File: config.mk
export PLATFORM = sky130hd
export DESIGN_NAME = pipeline_hazard_ctrl_flat
export DESIGN_NICKNAME = d
export VERILOG_FILES = /design/src/rtl/pipe_ctrl_pkg.sv /design/src/rtl/pipeline_hazard_ctrl_if.sv /design/src/rtl/hazard_detect.sv /design/src/rtl/pipeline_hazard_ctrl.sv /design/src/flat_wrapper.sv
export SDC_FILE = /design/constraint.sdc
export NUM_CORES = 1
export LEC_CHECK = 0
export CORE_ASPECT_RATIO = 1.5
export CORE_MARGIN = 10
export CORE_UTILIZATION = 45
export CTS_BUF_LIST = sky130_fd_sc_hd__clkbuf_16
export DETAILED_ROUTE_END_ITERATION = 12
export PLACE_DENSITY = 0.77
export SETUP_SLACK_MARGIN = 0.1
export SLEW_MARGIN = 10
export SYNTH_ARGS = -nofsm -noshare
export SYNTH_HDL_FRONTEND = slang
export SYNTH_SLANG_ARGS = --single-unit
File: constraint.sdc
create_clock -name sys_clk -period 2.7 [get_ports sys_clk]
set_input_delay 0.54 -clock sys_clk [delete_from_list [all_inputs] [get_ports sys_clk]]
set_output_delay 0.54 -clock sys_clk [all_outputs]
set_load 0.05 [all_outputs]
File: src/rtl/pipe_ctrl_pkg.sv
// -----------------------------------------------------------------------------
// pipe_ctrl_pkg
// Shared definitions for the pipeline hazard controller.
//   - ctrl_state_e : FSM state encodings (RUN / SYNC_DRAIN / MEM_WAIT)
//   - REG_ZERO     : architectural $zero register id (never a real hazard)
//   - ctrl_out_t   : bundle of every stall/bubble line driven to the pipeline
//                    registers, plus the fixed patterns the controller emits.
// -----------------------------------------------------------------------------
package pipe_ctrl_pkg;

   typedef enum logic [1:0] {
      ST_RUN        = 2'd0,
      ST_SYNC_DRAIN = 2'd1,
      ST_MEM_WAIT   = 2'd2
   } ctrl_state_e;

   localparam logic [4:0] REG_ZERO = 5'd0;

   // Bit order (MSB first) is the order the pipeline registers appear in.
   typedef struct packed {
      logic pc_stall;
      logic if_id_stall;
      logic if_id_bubble;
      logic id_ex_stall;
      logic id_ex_bubble;
      logic ex_mem_stall;
      logic ex_mem_bubble;
      logic mem_wb_bubble;
   } ctrl_out_t;

   // Nothing held, nothing flushed.
   localparam ctrl_out_t CO_NONE     = ctrl_out_t'(8'b0000_0000);
   // In reset every register is flushed and nothing is held.
   localparam ctrl_out_t CO_RESET    = ctrl_out_t'(8'b0010_1011);
   // Data memory busy: freeze everything up to EX/MEM, feed WB a bubble.
   localparam ctrl_out_t CO_MEM_WAIT = ctrl_out_t'(8'b1101_0101);
   // Taken branch/jump resolved in EX: kill the two younger instructions.
   localparam ctrl_out_t CO_REDIRECT = ctrl_out_t'(8'b0010_1000);
   // Hold the instruction in ID and let a bubble enter EX.
   localparam ctrl_out_t CO_HOLD_ID  = ctrl_out_t'(8'b1100_1000);

endpackage

File: src/rtl/pipeline_hazard_ctrl_if.sv
// -----------------------------------------------------------------------------
// pipeline_hazard_ctrl_if
// Bundle between the 5-stage pipeline datapath and the hazard controller.
//   Pipeline -> controller : ID operand info, EX load/redirect info,
//                            MEM request/ack handshake.
//   Controller -> pipeline : per-register stall and bubble strobes.
// Modports:
//   master : the pipeline datapath (drives stage info, samples stall/bubble)
//   slave  : the hazard controller
// -----------------------------------------------------------------------------
interface pipeline_hazard_ctrl_if;

   // ID stage
   logic       id_valid;
   logic [4:0] id_rs;
   logic [4:0] id_rt;
   logic       id_uses_rs;
   logic       id_uses_rt;
   logic       id_is_sync;
   // EX stage
   logic       ex_mem_to_reg;
   logic [4:0] ex_reg_dst_id;
   logic       ex_redirect;
   // MEM stage handshake
   logic       mem_req;
   logic       mem_ack;
   // Pipeline register controls
   logic       pc_stall;
   logic       if_id_stall;
   logic       if_id_bubble;
   logic       id_ex_stall;
   logic       id_ex_bubble;
   logic       ex_mem_stall;
   logic       ex_mem_bubble;
   logic       mem_wb_bubble;

   modport master (
      output id_valid, id_rs, id_rt, id_uses_rs, id_uses_rt, id_is_sync,
      output ex_mem_to_reg, ex_reg_dst_id, ex_redirect,
      output mem_req, mem_ack,
      input  pc_stall, if_id_stall, if_id_bubble, id_ex_stall, id_ex_bubble,
      input  ex_mem_stall, ex_mem_bubble, mem_wb_bubble
   );

   modport slave (
      input  id_valid, id_rs, id_rt, id_uses_rs, id_uses_rt, id_is_sync,
      input  ex_mem_to_reg, ex_reg_dst_id, ex_redirect,
      input  mem_req, mem_ack,
      output pc_stall, if_id_stall, if_id_bubble, id_ex_stall, id_ex_bubble,
      output ex_mem_stall, ex_mem_bubble, mem_wb_bubble
   );

endinterface

File: src/rtl/hazard_detect.sv
// -----------------------------------------------------------------------------
// hazard_detect
// Purely combinational load-use comparator. Flags the case where the
// instruction in ID reads a register that the load currently in EX will
// write, which the forwarding network cannot cover without one bubble.
// Ports:
//   id_valid                 in  ID holds a real instruction
//   id_rs, id_rt             in  source register ids in ID
//   id_uses_rs, id_uses_rt   in  ID really reads rs / rt
//   ex_mem_to_reg            in  EX instruction is a load
//   ex_reg_dst_id            in  EX destination register
//   load_use                 out hazard present this cycle
// -----------------------------------------------------------------------------
module hazard_detect
   import pipe_ctrl_pkg::*;
(
   input  logic       id_valid,
   input  logic [4:0] id_rs,
   input  logic [4:0] id_rt,
   input  logic       id_uses_rs,
   input  logic       id_uses_rt,
   input  logic       ex_mem_to_reg,
   input  logic [4:0] ex_reg_dst_id,
   output logic       load_use
);

   logic [1:0][4:0] src_id;
   logic [1:0]      src_used;
   logic [1:0]      src_hit;

   assign src_id   = {id_rt, id_rs};
   assign src_used = {id_uses_rt, id_uses_rs};

   // One comparator per source operand; an operand that the instruction
   // does not read must never create a hazard even if its field matches.
   generate
      for (genvar gi = 0; gi < 2; gi++) begin : g_src
         assign src_hit[gi] = src_used[gi] && (src_id[gi] == ex_reg_dst_id);
      end
   endgenerate

   // Writes to $zero are discarded, so they never produce a dependency.
   assign load_use = id_valid && ex_mem_to_reg &&
                     (ex_reg_dst_id != REG_ZERO) && (|src_hit);

endmodule

File: src/rtl/pipeline_hazard_ctrl.sv
// -----------------------------------------------------------------------------
// pipeline_hazard_ctrl
// Central stall/bubble sequencer for the 5-stage MIPS pipeline. Resolves
// (highest priority first): data-memory waits, EX-resolved redirects,
// load-use hazards and `sync` drain. Also keeps stall/flush performance
// counters and a sticky memory-timeout flag.
// Parameters:
//   SYNC_DRAIN_CYCLES  cycles ID holds a `sync` (1..15)
//   MEM_TIMEOUT        consecutive memory-wait cycles before mem_timeout_err
//   CNT_W              performance counter width
// Ports:
//   sys_clk            in  clock
//   rst_n              in  synchronous active-low reset
//   pipe               slave side of pipeline_hazard_ctrl_if
//   mem_timeout_err    out sticky memory-timeout flag
//   stall_cycles       out cycles with pc_stall asserted (wraps)
//   flush_count        out redirects honoured (wraps)
//   ctrl_state         out FSM state for debug
// -----------------------------------------------------------------------------
module pipeline_hazard_ctrl
   import pipe_ctrl_pkg::*;
#(
   parameter int unsigned SYNC_DRAIN_CYCLES = 3,
   parameter int unsigned MEM_TIMEOUT       = 1024,
   parameter int unsigned CNT_W             = 32
)(
   input  logic                 sys_clk,
   input  logic                 rst_n,
   pipeline_hazard_ctrl_if.slave pipe,
   output logic                 mem_timeout_err,
   output logic [CNT_W-1:0]     stall_cycles,
   output logic [CNT_W-1:0]     flush_count,
   output logic [1:0]           ctrl_state
);

   localparam int unsigned WAIT_W = $clog2(MEM_TIMEOUT + 1);
   localparam logic [WAIT_W-1:0] WAIT_MAX = WAIT_W'(MEM_TIMEOUT);
   // The cycle that recognises the sync is itself the first hold cycle, so
   // the counter only has to cover the remaining ones.
   localparam logic [3:0] DRAIN_LOAD = 4'(SYNC_DRAIN_CYCLES - 1);

   ctrl_state_e       state_reg, state_next;
   ctrl_state_e       eff_state;
   logic              ret_sync_reg, ret_sync_next;
   logic [3:0]        drain_cnt_reg, drain_cnt_next;
   logic [WAIT_W-1:0] wait_cnt_reg, wait_cnt_next;
   logic              err_reg, err_next;
   logic [CNT_W-1:0]  stall_cnt_reg, stall_cnt_next;
   logic [CNT_W-1:0]  flush_cnt_reg, flush_cnt_next;

   logic      mw;
   logic      redirect;
   logic      load_use;
   logic      draining;
   logic      sync_entry;
   ctrl_out_t co;

   // --------------------------------------------------------------------
   // Hazard qualifiers
   // --------------------------------------------------------------------
   hazard_detect u_hazard_detect (
      .id_valid      (pipe.id_valid),
      .id_rs         (pipe.id_rs),
      .id_rt         (pipe.id_rt),
      .id_uses_rs    (pipe.id_uses_rs),
      .id_uses_rt    (pipe.id_uses_rt),
      .ex_mem_to_reg (pipe.ex_mem_to_reg),
      .ex_reg_dst_id (pipe.ex_reg_dst_id),
      .load_use      (load_use)
   );

   assign mw = pipe.mem_req && !pipe.mem_ack;

   // A redirect seen during a memory wait stays parked in the frozen EX
   // stage and is acted on the cycle the wait ends.
   assign redirect = pipe.ex_redirect && !mw;

   // Once a wait ends, the controller behaves as the state it came from,
   // already in that same cycle.
   assign eff_state = (state_reg == ST_MEM_WAIT) ?
                      (ret_sync_reg ? ST_SYNC_DRAIN : ST_RUN) : state_reg;

   assign draining   = (eff_state == ST_SYNC_DRAIN) && (drain_cnt_reg != 4'd0);
   assign sync_entry = (eff_state == ST_RUN) && pipe.id_valid && pipe.id_is_sync;

   // --------------------------------------------------------------------
   // FSM process 1: state and counter registers
   // --------------------------------------------------------------------
   always_ff @(posedge sys_clk) begin
      if (!rst_n) begin
         state_reg     <= ST_RUN;
         ret_sync_reg  <= 1'b0;
         drain_cnt_reg <= '0;
         wait_cnt_reg  <= '0;
         err_reg       <= 1'b0;
         stall_cnt_reg <= '0;
         flush_cnt_reg <= '0;
      end else begin
         state_reg     <= state_next;
         ret_sync_reg  <= ret_sync_next;
         drain_cnt_reg <= drain_cnt_next;
         wait_cnt_reg  <= wait_cnt_next;
         err_reg       <= err_next;
         stall_cnt_reg <= stall_cnt_next;
         flush_cnt_reg <= flush_cnt_next;
      end
   end

   // --------------------------------------------------------------------
   // FSM process 2: next-state logic
   // --------------------------------------------------------------------
   always_comb begin
      state_next     = state_reg;
      ret_sync_next  = ret_sync_reg;
      drain_cnt_next = drain_cnt_reg;

      if (mw) begin
         state_next = ST_MEM_WAIT;
         // Only the first wait cycle knows where we came from.
         if (state_reg != ST_MEM_WAIT) begin
            ret_sync_next = (state_reg == ST_SYNC_DRAIN);
         end
      end else if (redirect) begin
         // A draining sync sits in ID and is killed by the flush.
         state_next     = ST_RUN;
         drain_cnt_next = 4'd0;
      end else if (eff_state == ST_SYNC_DRAIN) begin
         if (draining) begin
            state_next     = ST_SYNC_DRAIN;
            drain_cnt_next = drain_cnt_reg - 4'd1;
         end else begin
            state_next = ST_RUN;
         end
      end else if (load_use) begin
         state_next = ST_RUN;
      end else if (sync_entry) begin
         state_next     = ST_SYNC_DRAIN;
         drain_cnt_next = DRAIN_LOAD;
      end else begin
         state_next = ST_RUN;
      end
   end

   // Wait counter tracks consecutive wait cycles and saturates; the error
   // flag latches when it first reaches the limit.
   always_comb begin
      wait_cnt_next = '0;
      if (mw) begin
         wait_cnt_next = (wait_cnt_reg == WAIT_MAX) ? wait_cnt_reg
                                                    : wait_cnt_reg + 1'b1;
      end
      err_next = err_reg || (mw && (wait_cnt_next == WAIT_MAX));
   end

   always_comb begin
      stall_cnt_next = stall_cnt_reg + CNT_W'(co.pc_stall);
      flush_cnt_next = flush_cnt_reg + CNT_W'(redirect);
   end

   // --------------------------------------------------------------------
   // FSM process 3: outputs (Mealy, priority ordered)
   // --------------------------------------------------------------------
   always_comb begin
      co = CO_NONE;
      if (!rst_n) begin
         co = CO_RESET;
      end else if (mw) begin
         co = CO_MEM_WAIT;
      end else if (redirect) begin
         co = CO_REDIRECT;
      end else if (draining || load_use || sync_entry) begin
         co = CO_HOLD_ID;
      end
   end

   assign pipe.pc_stall      = co.pc_stall;
   assign pipe.if_id_stall   = co.if_id_stall;
   assign pipe.if_id_bubble  = co.if_id_bubble;
   assign pipe.id_ex_stall   = co.id_ex_stall;
   assign pipe.id_ex_bubble  = co.id_ex_bubble;
   assign pipe.ex_mem_stall  = co.ex_mem_stall;
   assign pipe.ex_mem_bubble = co.ex_mem_bubble;
   assign pipe.mem_wb_bubble = co.mem_wb_bubble;

   assign mem_timeout_err = err_reg;
   assign stall_cycles    = stall_cnt_reg;
   assign flush_count     = flush_cnt_reg;
   assign ctrl_state      = state_reg;

endmodule

File: src/flat_wrapper.sv
// flat-port wrapper written by rule: the top's interface ports become plain ports
module pipeline_hazard_ctrl_flat import pipe_ctrl_pkg::*;
#(
   parameter int unsigned SYNC_DRAIN_CYCLES = 3,
   parameter int unsigned MEM_TIMEOUT       = 1024,
   parameter int unsigned CNT_W             = 32
)
  (sys_clk, rst_n, mem_timeout_err, stall_cycles, flush_count, ctrl_state, pipe_id_valid, pipe_id_rs, pipe_id_rt, pipe_id_uses_rs, pipe_id_uses_rt, pipe_id_is_sync, pipe_ex_mem_to_reg, pipe_ex_reg_dst_id, pipe_ex_redirect, pipe_mem_req, pipe_mem_ack, pipe_pc_stall, pipe_if_id_stall, pipe_if_id_bubble, pipe_id_ex_stall, pipe_id_ex_bubble, pipe_ex_mem_stall, pipe_ex_mem_bubble, pipe_mem_wb_bubble);
  pipeline_hazard_ctrl_if pipe_i ();
  input  logic sys_clk;
  input  logic rst_n;
  output logic mem_timeout_err;
  output logic [CNT_W-1:0] stall_cycles;
  output logic [CNT_W-1:0] flush_count;
  output logic [1:0] ctrl_state;
  input wire logic [$bits(pipe_i.id_valid)-1:0] pipe_id_valid;
  input wire logic [$bits(pipe_i.id_rs)-1:0] pipe_id_rs;
  input wire logic [$bits(pipe_i.id_rt)-1:0] pipe_id_rt;
  input wire logic [$bits(pipe_i.id_uses_rs)-1:0] pipe_id_uses_rs;
  input wire logic [$bits(pipe_i.id_uses_rt)-1:0] pipe_id_uses_rt;
  input wire logic [$bits(pipe_i.id_is_sync)-1:0] pipe_id_is_sync;
  input wire logic [$bits(pipe_i.ex_mem_to_reg)-1:0] pipe_ex_mem_to_reg;
  input wire logic [$bits(pipe_i.ex_reg_dst_id)-1:0] pipe_ex_reg_dst_id;
  input wire logic [$bits(pipe_i.ex_redirect)-1:0] pipe_ex_redirect;
  input wire logic [$bits(pipe_i.mem_req)-1:0] pipe_mem_req;
  input wire logic [$bits(pipe_i.mem_ack)-1:0] pipe_mem_ack;
  output wire logic [$bits(pipe_i.pc_stall)-1:0] pipe_pc_stall;
  output wire logic [$bits(pipe_i.if_id_stall)-1:0] pipe_if_id_stall;
  output wire logic [$bits(pipe_i.if_id_bubble)-1:0] pipe_if_id_bubble;
  output wire logic [$bits(pipe_i.id_ex_stall)-1:0] pipe_id_ex_stall;
  output wire logic [$bits(pipe_i.id_ex_bubble)-1:0] pipe_id_ex_bubble;
  output wire logic [$bits(pipe_i.ex_mem_stall)-1:0] pipe_ex_mem_stall;
  output wire logic [$bits(pipe_i.ex_mem_bubble)-1:0] pipe_ex_mem_bubble;
  output wire logic [$bits(pipe_i.mem_wb_bubble)-1:0] pipe_mem_wb_bubble;
  assign pipe_i.id_valid = pipe_id_valid;
  assign pipe_i.id_rs = pipe_id_rs;
  assign pipe_i.id_rt = pipe_id_rt;
  assign pipe_i.id_uses_rs = pipe_id_uses_rs;
  assign pipe_i.id_uses_rt = pipe_id_uses_rt;
  assign pipe_i.id_is_sync = pipe_id_is_sync;
  assign pipe_i.ex_mem_to_reg = pipe_ex_mem_to_reg;
  assign pipe_i.ex_reg_dst_id = pipe_ex_reg_dst_id;
  assign pipe_i.ex_redirect = pipe_ex_redirect;
  assign pipe_i.mem_req = pipe_mem_req;
  assign pipe_i.mem_ack = pipe_mem_ack;
  assign pipe_pc_stall = pipe_i.pc_stall;
  assign pipe_if_id_stall = pipe_i.if_id_stall;
  assign pipe_if_id_bubble = pipe_i.if_id_bubble;
  assign pipe_id_ex_stall = pipe_i.id_ex_stall;
  assign pipe_id_ex_bubble = pipe_i.id_ex_bubble;
  assign pipe_ex_mem_stall = pipe_i.ex_mem_stall;
  assign pipe_ex_mem_bubble = pipe_i.ex_mem_bubble;
  assign pipe_mem_wb_bubble = pipe_i.mem_wb_bubble;
  pipeline_hazard_ctrl #(.SYNC_DRAIN_CYCLES(SYNC_DRAIN_CYCLES), .MEM_TIMEOUT(MEM_TIMEOUT), .CNT_W(CNT_W)) u_core (.sys_clk(sys_clk), .rst_n(rst_n), .pipe(pipe_i), .mem_timeout_err(mem_timeout_err), .stall_cycles(stall_cycles), .flush_count(flush_count), .ctrl_state(ctrl_state));
endmodule
==> flow_summary.ini, run 1 <==
[status]
status = finished, final reports clean

[worst_setup_path]
reg2reg_slack_ns = 0.15
cpMostUsedCell = and3_4
r2r_end = u_core.stall_cycles[13]
end_kind = flip-flop
cp_max_fo = 3
reg2reg_depth = 14
crit_type = reg2reg
cp.arrival_ns = 2.78
reg2reg_from = u_core.drain_cnt_reg[1]
critPathMaxStageDelay_ns = 0.33
cp_slowest_cell = dfxtp_2
worstPathRequired_ns = 2.92
crit_chain = inv_2, ha_4, nor3b_4, nor2_1, nor3_2, a21boi_4, o21ai_4, ha_4, and3_4, and3_4, buf_6, and3_4, xnor2_2, nor2_1
start_kind = flip-flop

[sta]
fin_skew_ns = 0.00799
fmax_mhz = 391
slew_viol_final = 0
slew_headroom = 0.566
fin_crit_ns = 2.55
hold_viol = 0
fin_tns_setup_ns = 0
finalSetupViolations = 0
hold_slack_ns = 0.468
post-route-period-util = 0.946
rsz0062_at_grt = true
tightest_slew_ns = 0.635
setup_slack_ns = 0.145

[synth]
ys_seq_area_frac = 0.404
ys_warn_count = 0
synthFlopType = dfxtp_1
syn_nets = 514
synthesis.area_mm2 = 0.00412
synth_edf_count = 0
syn_area_per_cell_um2 = 8.54
netlist_instances = 482
ys_ff_latch = 83
async_reset_ff_frac = 0
synth_cell_types = 52

[floorplan]
dieArea_mm2 = 0.0135
die_height_um = 137
io_pins = 100
core_mm2 = 0.00888
std_cell_rows = 42
start_util = 0.464
die-width_um = 98.1

[place]
dp_hpwl_mm = 8.25
io_buffers = 99
dpl_worst_slack_ns = -0.495
place_area_mm2 = 0.00560
gp_congestion = 0.823
placed_cells = 705

[finish]
final_common_cell = dfxtp_1
fin_cells = 729
area_growth_syn_to_layout_pct = 47.4
drive_gt1_frac = 0.194
mostFrequentLayoutCells = dfxtp_1 (79), clkdlybuf4s50_1 (74), nor2_1 (63), nand2_1 (43), buf_4 (37)
n_fill_cell = 698
finalNetCount = 646
antenna_cells = 0
finalInstanceArea_mm2 = 0.00607

[min_path]
min_from = u_core.mem_timeout_err
min_delay_worst_endpoint = u_core.mem_timeout_err
holdPathStages = 2
hold_path.class = reg2reg

[pwr]
power.leakage_nw = 2.33
p_per_area_mw_per_mm2 = 441
irDropWorstVdd_uv = 375

[clocking]
cts.path.max_buffers = 2
numCtsBuffers = 9
clk_latency_ns = 0.34
clock_tree.root_cell = clkbuf_16
clkSinkCount = 83
cts_tree = yes
h-tree-depth = 3
postCtsHoldBufs = 0
clkTransAtPathRegs_ns = 0.06

[routing]
drc = 0
drtAntennaViolNets = 0
vias_per_cell = 5.35
initialDrtViolationCount = 183
wl_per_cell_um = 15.4
drtPass1Iterations = 4
vias = 3898
routed_wl_mm = 11.2

[global_routing]
antenna_found_initial = 0
grt_pass1_wl_mm = 18.2
grt_pass1_vias = 3933
grt_max_degree = 28
overflow = 0
grt_usage = 0.161

[flow_run]
cap_viol_max_count = 0
==> layer usage <==
metal  track usage  wire length [um]  share of wire
met4        0.0689               234          0.021
met5             0                 0              0
met3        0.0581               738          0.066
met1         0.163              4460           0.40
met2         0.291              5810           0.52
==> cell type report <==
class                      count  area, um2  share of cell area
sequential                    83       1670               0.275
inverter                      18       67.6              0.0111
clock buffer                   9        225              0.0371
tap                          110        138              0.0227
multi-input combinational    364       2570               0.424
timing repair buffer         138       1340               0.221
clock inverter                 7       60.1             0.00990
==> synthesized netlist by cell type, types with 6 or more instances <==
cell      instances  area (um2)
a21oi_1          12        60.1
and2_1            7        43.8
and3_1           16         100
and4_1            8        70.1
clkbuf_1         11        41.3
dfxtp_1          83        1660
ha_1              7        87.6
inv_1            17        63.8
mux2i_1           7        70.1
nand2_1          45         169
nand2b_1         11        68.8
nand3_1          26         130
nand4_1          13        81.3
nor2_1           64         240
nor3_1           19        95.1
o21ai_0          10        50.1
or4_1             6        45.0
xnor2_1          40         350
xor2_1           23         201
==> metrics by stage <==
step	utilization	power (mW)
2_1_floorplan	-	1.40
3_3_place_gp	0.631	1.51
3_5_place_dp	0.631	1.52
4_1_cts	0.667	2.69
5_1_grt	0.683	2.76
6_report	0.683	2.68
==> what timing repair did <==
action	4_1_cts	5_1_grt
setup buffers	2	6
endpoints found under the setup margin	29	20
gates resized for setup	36	22
pin swaps	17	22
hold endpoints to repair	0	0
==> report_power, final <==
| group | switching [mW] | internal, mW | total (mW) |
|---|---|---|---|
| clock | 0.481 | 0.704 | 1.19 |
| sequential | 0.00980 | 1.23 | 1.24 |
| combinational | 0.137 | 0.114 | 0.251 |
| total | 0.627 | 2.05 | 2.68 |
==> how the worst max path moves through the flow <==
stage,startpoint,end,slack (ns),cells past startpoint
5_1_grt,u_core.drain_cnt_reg[1],u_core.stall_cycles[13],0.06,14
6_report,u_core.drain_cnt_reg[1],u_core.stall_cycles[13],0.15,14
3_5_place_dp,pipe_ex_reg_dst_id[3],u_core.stall_cycles[30],-0.50,12
2_1_floorplan,pipe_ex_reg_dst_id[4],u_core.stall_cycles[24],-0.03,11
4_1_cts,u_core.drain_cnt_reg[0],pipe_if_id_stall,0.10,9
3_3_place_gp,pipe_ex_reg_dst_id[3],u_core.stall_cycles[13],-0.42,12
==> critical path, delay by kind of cell (launching register included) <==
family | cells | cell delay, ns
AND/OR/NAND/NOR | 7 | 1.14
AO/OA/AOI/OAI | 2 | 0.36
flip-flops | 1 | 0.33
adder cells (fa/ha/maj) | 2 | 0.31
buffers and inverters | 2 | 0.18
XOR/XNOR | 1 | 0.12
==> cell families (layout without fill, tap and decap cells) <==
group / after synthesis / in the layout / synth area share
compound gates: 46 / 46 / 0.0735
buf+inv: 35 / 172 / 0.0362
fa+ha+maj: 7 / 7 / 0.0213
mux: 7 / 7 / 0.0170
simple gates: 241 / 241 / 0.314
xor+xnor: 63 / 63 / 0.134
flops: 83 / 83 / 0.404
No activity file was read; power rests on OpenSTA's default activity.
==> run 2: changes to the inputs <==
--- a/config.mk
+++ b/config.mk
@@ -9,6 +9,7 @@
 export CORE_MARGIN = 10
 export CORE_UTILIZATION = 45
 export CTS_BUF_LIST = sky130_fd_sc_hd__clkbuf_16
+export CTS_CLUSTER_SIZE = 28
 export DETAILED_ROUTE_END_ITERATION = 12
 export PLACE_DENSITY = 0.77
 export SETUP_SLACK_MARGIN = 0.1
==> results of run 2 <==
Same layout as run 1: the final DEF is identical, and so are final timing and power.
==> run 3: changes to the inputs <==
--- a/config.mk
+++ b/config.mk
@@ -9,7 +9,6 @@
 export CORE_MARGIN = 10
 export CORE_UTILIZATION = 45
 export CTS_BUF_LIST = sky130_fd_sc_hd__clkbuf_16
-export CTS_CLUSTER_SIZE = 28
 export DETAILED_ROUTE_END_ITERATION = 12
 export PLACE_DENSITY = 0.77
 export SETUP_SLACK_MARGIN = 0.1
==> results of run 3 <==
Same layout as run 1: the final DEF is identical, and so are final timing and power.
==> variant: new RTL, flow settings as in run 2 <==
`MEM_TIMEOUT` is set to 1024 in 2 places; all go to 2048.
--- a/src/rtl/pipeline_hazard_ctrl.sv
+++ b/src/rtl/pipeline_hazard_ctrl.sv
@@ -23,3 +23,3 @@
    parameter int unsigned SYNC_DRAIN_CYCLES = 3,
-   parameter int unsigned MEM_TIMEOUT       = 1024,
+   parameter int unsigned MEM_TIMEOUT       = 2048,
    parameter int unsigned CNT_W             = 32
--- a/src/flat_wrapper.sv
+++ b/src/flat_wrapper.sv
@@ -4,3 +4,3 @@
    parameter int unsigned SYNC_DRAIN_CYCLES = 3,
-   parameter int unsigned MEM_TIMEOUT       = 1024,
+   parameter int unsigned MEM_TIMEOUT       = 2048,
    parameter int unsigned CNT_W             = 32
Check against the original RTL: no difference found for any inputs over 10 cycles, from zero or initial values and one cycle with rst_n low; that may be too few to reach the edited logic, so the function may still have changed.
==> variant against run 2 <==
  * Maximum frequency decreased by 2.7%
  * Routed wire length is 4.8% higher
  * Combinational power up 17%
  * Setup slack worse by 0.071 ns
  * Global-route usage increased by 0.43 points
  * Non-clock buffer count grew 18
  * Cell count up 2.2%
  * Final area grew 4.8%
  * Synthesized area increased by 1.8%
  * Power is 5.8% higher
  * Largest cell class unchanged
  * Sequential cell count rose by 1
  * Via count decreased by 0.67%
==> variant: results <==
[status]
status = "complete, no violations"

[setup_path]
cp-startpoint = "pipe_ex_reg_dst_id[2]"
r2r_slack_ns = 0.16
cpPeakStageDelay_ns = 0.55
cp_max_fo = 3
cp_data_arrival_time_ns = 2.09
worst_path_dominant_cell_family = "simple AND/OR/NAND/NOR gates"
r2r-end = "u_core.stall_cycles[24]$_SDFF_PN0_"
start_kind = "input port"
r2r-start = "u_core.drain_cnt_reg[0]$_SDFFE_PN0P_"
cp_slowest_cell = "or4_4"
r2r_cells = 13
crit_end = "pipe_pc_stall"

[layout]
layout.nets = 660
antenna_cells = 0
drive_gt1_frac = 0.265

[clock_tree]
clkTransAtPathRegs_ns = 0.06
cts_setup_buffers = 21
cts_resized = 80
clk_latency_ns = 0.34
numCtsBuffers = 9
clockBufferDepth = 2
cts_root_buf = "clkbuf_16"
htree_levels = 3

[placement]
postPlaceCellArea_sq_mm = 0.00567
place_congestion = 0.838
io_buffer_count = 99
place.detailed.hpwl_microns = 8090

[logic_synthesis]
synth_area_leaders = "dfxtp_1 40%, xnor2_1 8.8%, nor2_1 7.2%"
synth_fp_nets = 510
async_flop_share = 0
yosysWarnings = 0
yosys.cell_types.count = 60
ys_seq_area_frac = 0.401
synth_commonest_cells = "84 x dfxtp_1, 80 x nor2_1, 42 x xnor2_1, 35 x nand2_1, 31 x nand3_1"
synth_ff_type = "dfxtp_1"

[grt]
grt_pass1_vias = 4096
grt_usage = 0.165
grt_pass1_wl_microns = 19300
antenna_found_initial = 0
grt_max_degree = 63

[sta]
setup_viol = 0
slew-limit-headroom = 0.647
skew_ns = 0.00518

[power]
switchingPower_mw = 0.647
ir_drop_mv = 0.418
p_leak_nw = 2.51

[drt]
dr.pass1.iters = 4
viasPerCell = 5.20
drt-total-wl_microns = 11800
drt_iter0_drc = 127

[hold_path]
hp-class = "reg2reg"
[variant: cells by family after synthesis]
kind of cell | share of synthesized area
XOR/XNOR | 0.150
flip-flops | 0.401
buffers and inverters | 0.0388
AO/OA/AOI/OAI | 0.0645
multiplexers | 0.0107
adder cells (fa/ha/maj) | 0.0209
AND/OR/NAND/NOR | 0.313
[variant: power groups by stage]
stage               Clock (mW)  Combinational [mW]  Sequential, mW
floorplan                    0               0.111            1.30
global placement             0               0.257            1.29
detailed placement           0               0.262            1.29
CTS                       1.30               0.271            1.26
global route              1.35               0.312            1.26
finish                    1.28               0.293            1.26
[variant: final cells by class]
cell class	instances	area, sq um
repair buffers	156	1530
fillers	668	2840
clock inverters	7	81.3
clock buffers	9	225
multi-input cells	358	2630
flip-flops and latches	84	1690
inverters	19	71.3
well taps	112	140
[variant: layer usage]
| metal | up-vias | track usage | part of all wire |
|---|---|---|---|
| li1 | 1919 | - | - |
| met1 | 1831 | 0.170 | 0.38 |
| met2 | 102 | 0.292 | 0.53 |
| met3 | 20 | 0.0613 | 0.063 |
| met4 | 0 | 0.0666 | 0.023 |
| met5 | - | 0 | 0 |
[variant: stage by stage]
step,power (mW),utilization,worst slack [ns],std cells,hold WS (ns)
finish,2.83,0.692,0.0740,745,0.486
global route,2.93,0.692,-0.0247,745,0.504
CTS,2.83,0.676,0.0864,741,0.483
detailed placement,1.55,0.616,-0.588,703,0.459
global placement,1.54,0.616,-0.462,703,0.470
floorplan,1.41,-,-0.239,478,0.478
[variant: how the worst min path moves through the flow]
stage                                       from                                end  depth (start not counted)
2_1_floorplan   u_core.ret_sync_reg$_SDFFE_PN0P_   u_core.ret_sync_reg$_SDFFE_PN0P_                          2
3_3_place_gp   u_core.flush_count[30]$_SDFF_PN0_  u_core.flush_count[30]$_SDFF_PN0_                          2
3_5_place_dp   u_core.mem_timeout_err$_SDFF_PN0_  u_core.mem_timeout_err$_SDFF_PN0_                          2
4_1_cts        u_core.mem_timeout_err$_SDFF_PN0_  u_core.mem_timeout_err$_SDFF_PN0_                          2
5_1_grt        u_core.mem_timeout_err$_SDFF_PN0_  u_core.mem_timeout_err$_SDFF_PN0_                          2
6_report       u_core.mem_timeout_err$_SDFF_PN0_  u_core.mem_timeout_err$_SDFF_PN0_                          2
[variant: worst reg2reg max path, stage by stage (launching register included)]
cell and delay [ns]:
dfxtp_2 0.35, inv_1 0.05, ha_1 0.23, a22oi_2 0.19, nor2_1 0.07, and2_4 0.16
o21ai_4 0.24, ha_4 0.19, nand2_4 0.06, nor2_4 0.15, nand4_4 0.15, buf_12 0.17
or3_1 0.34, a21oi_2 0.13
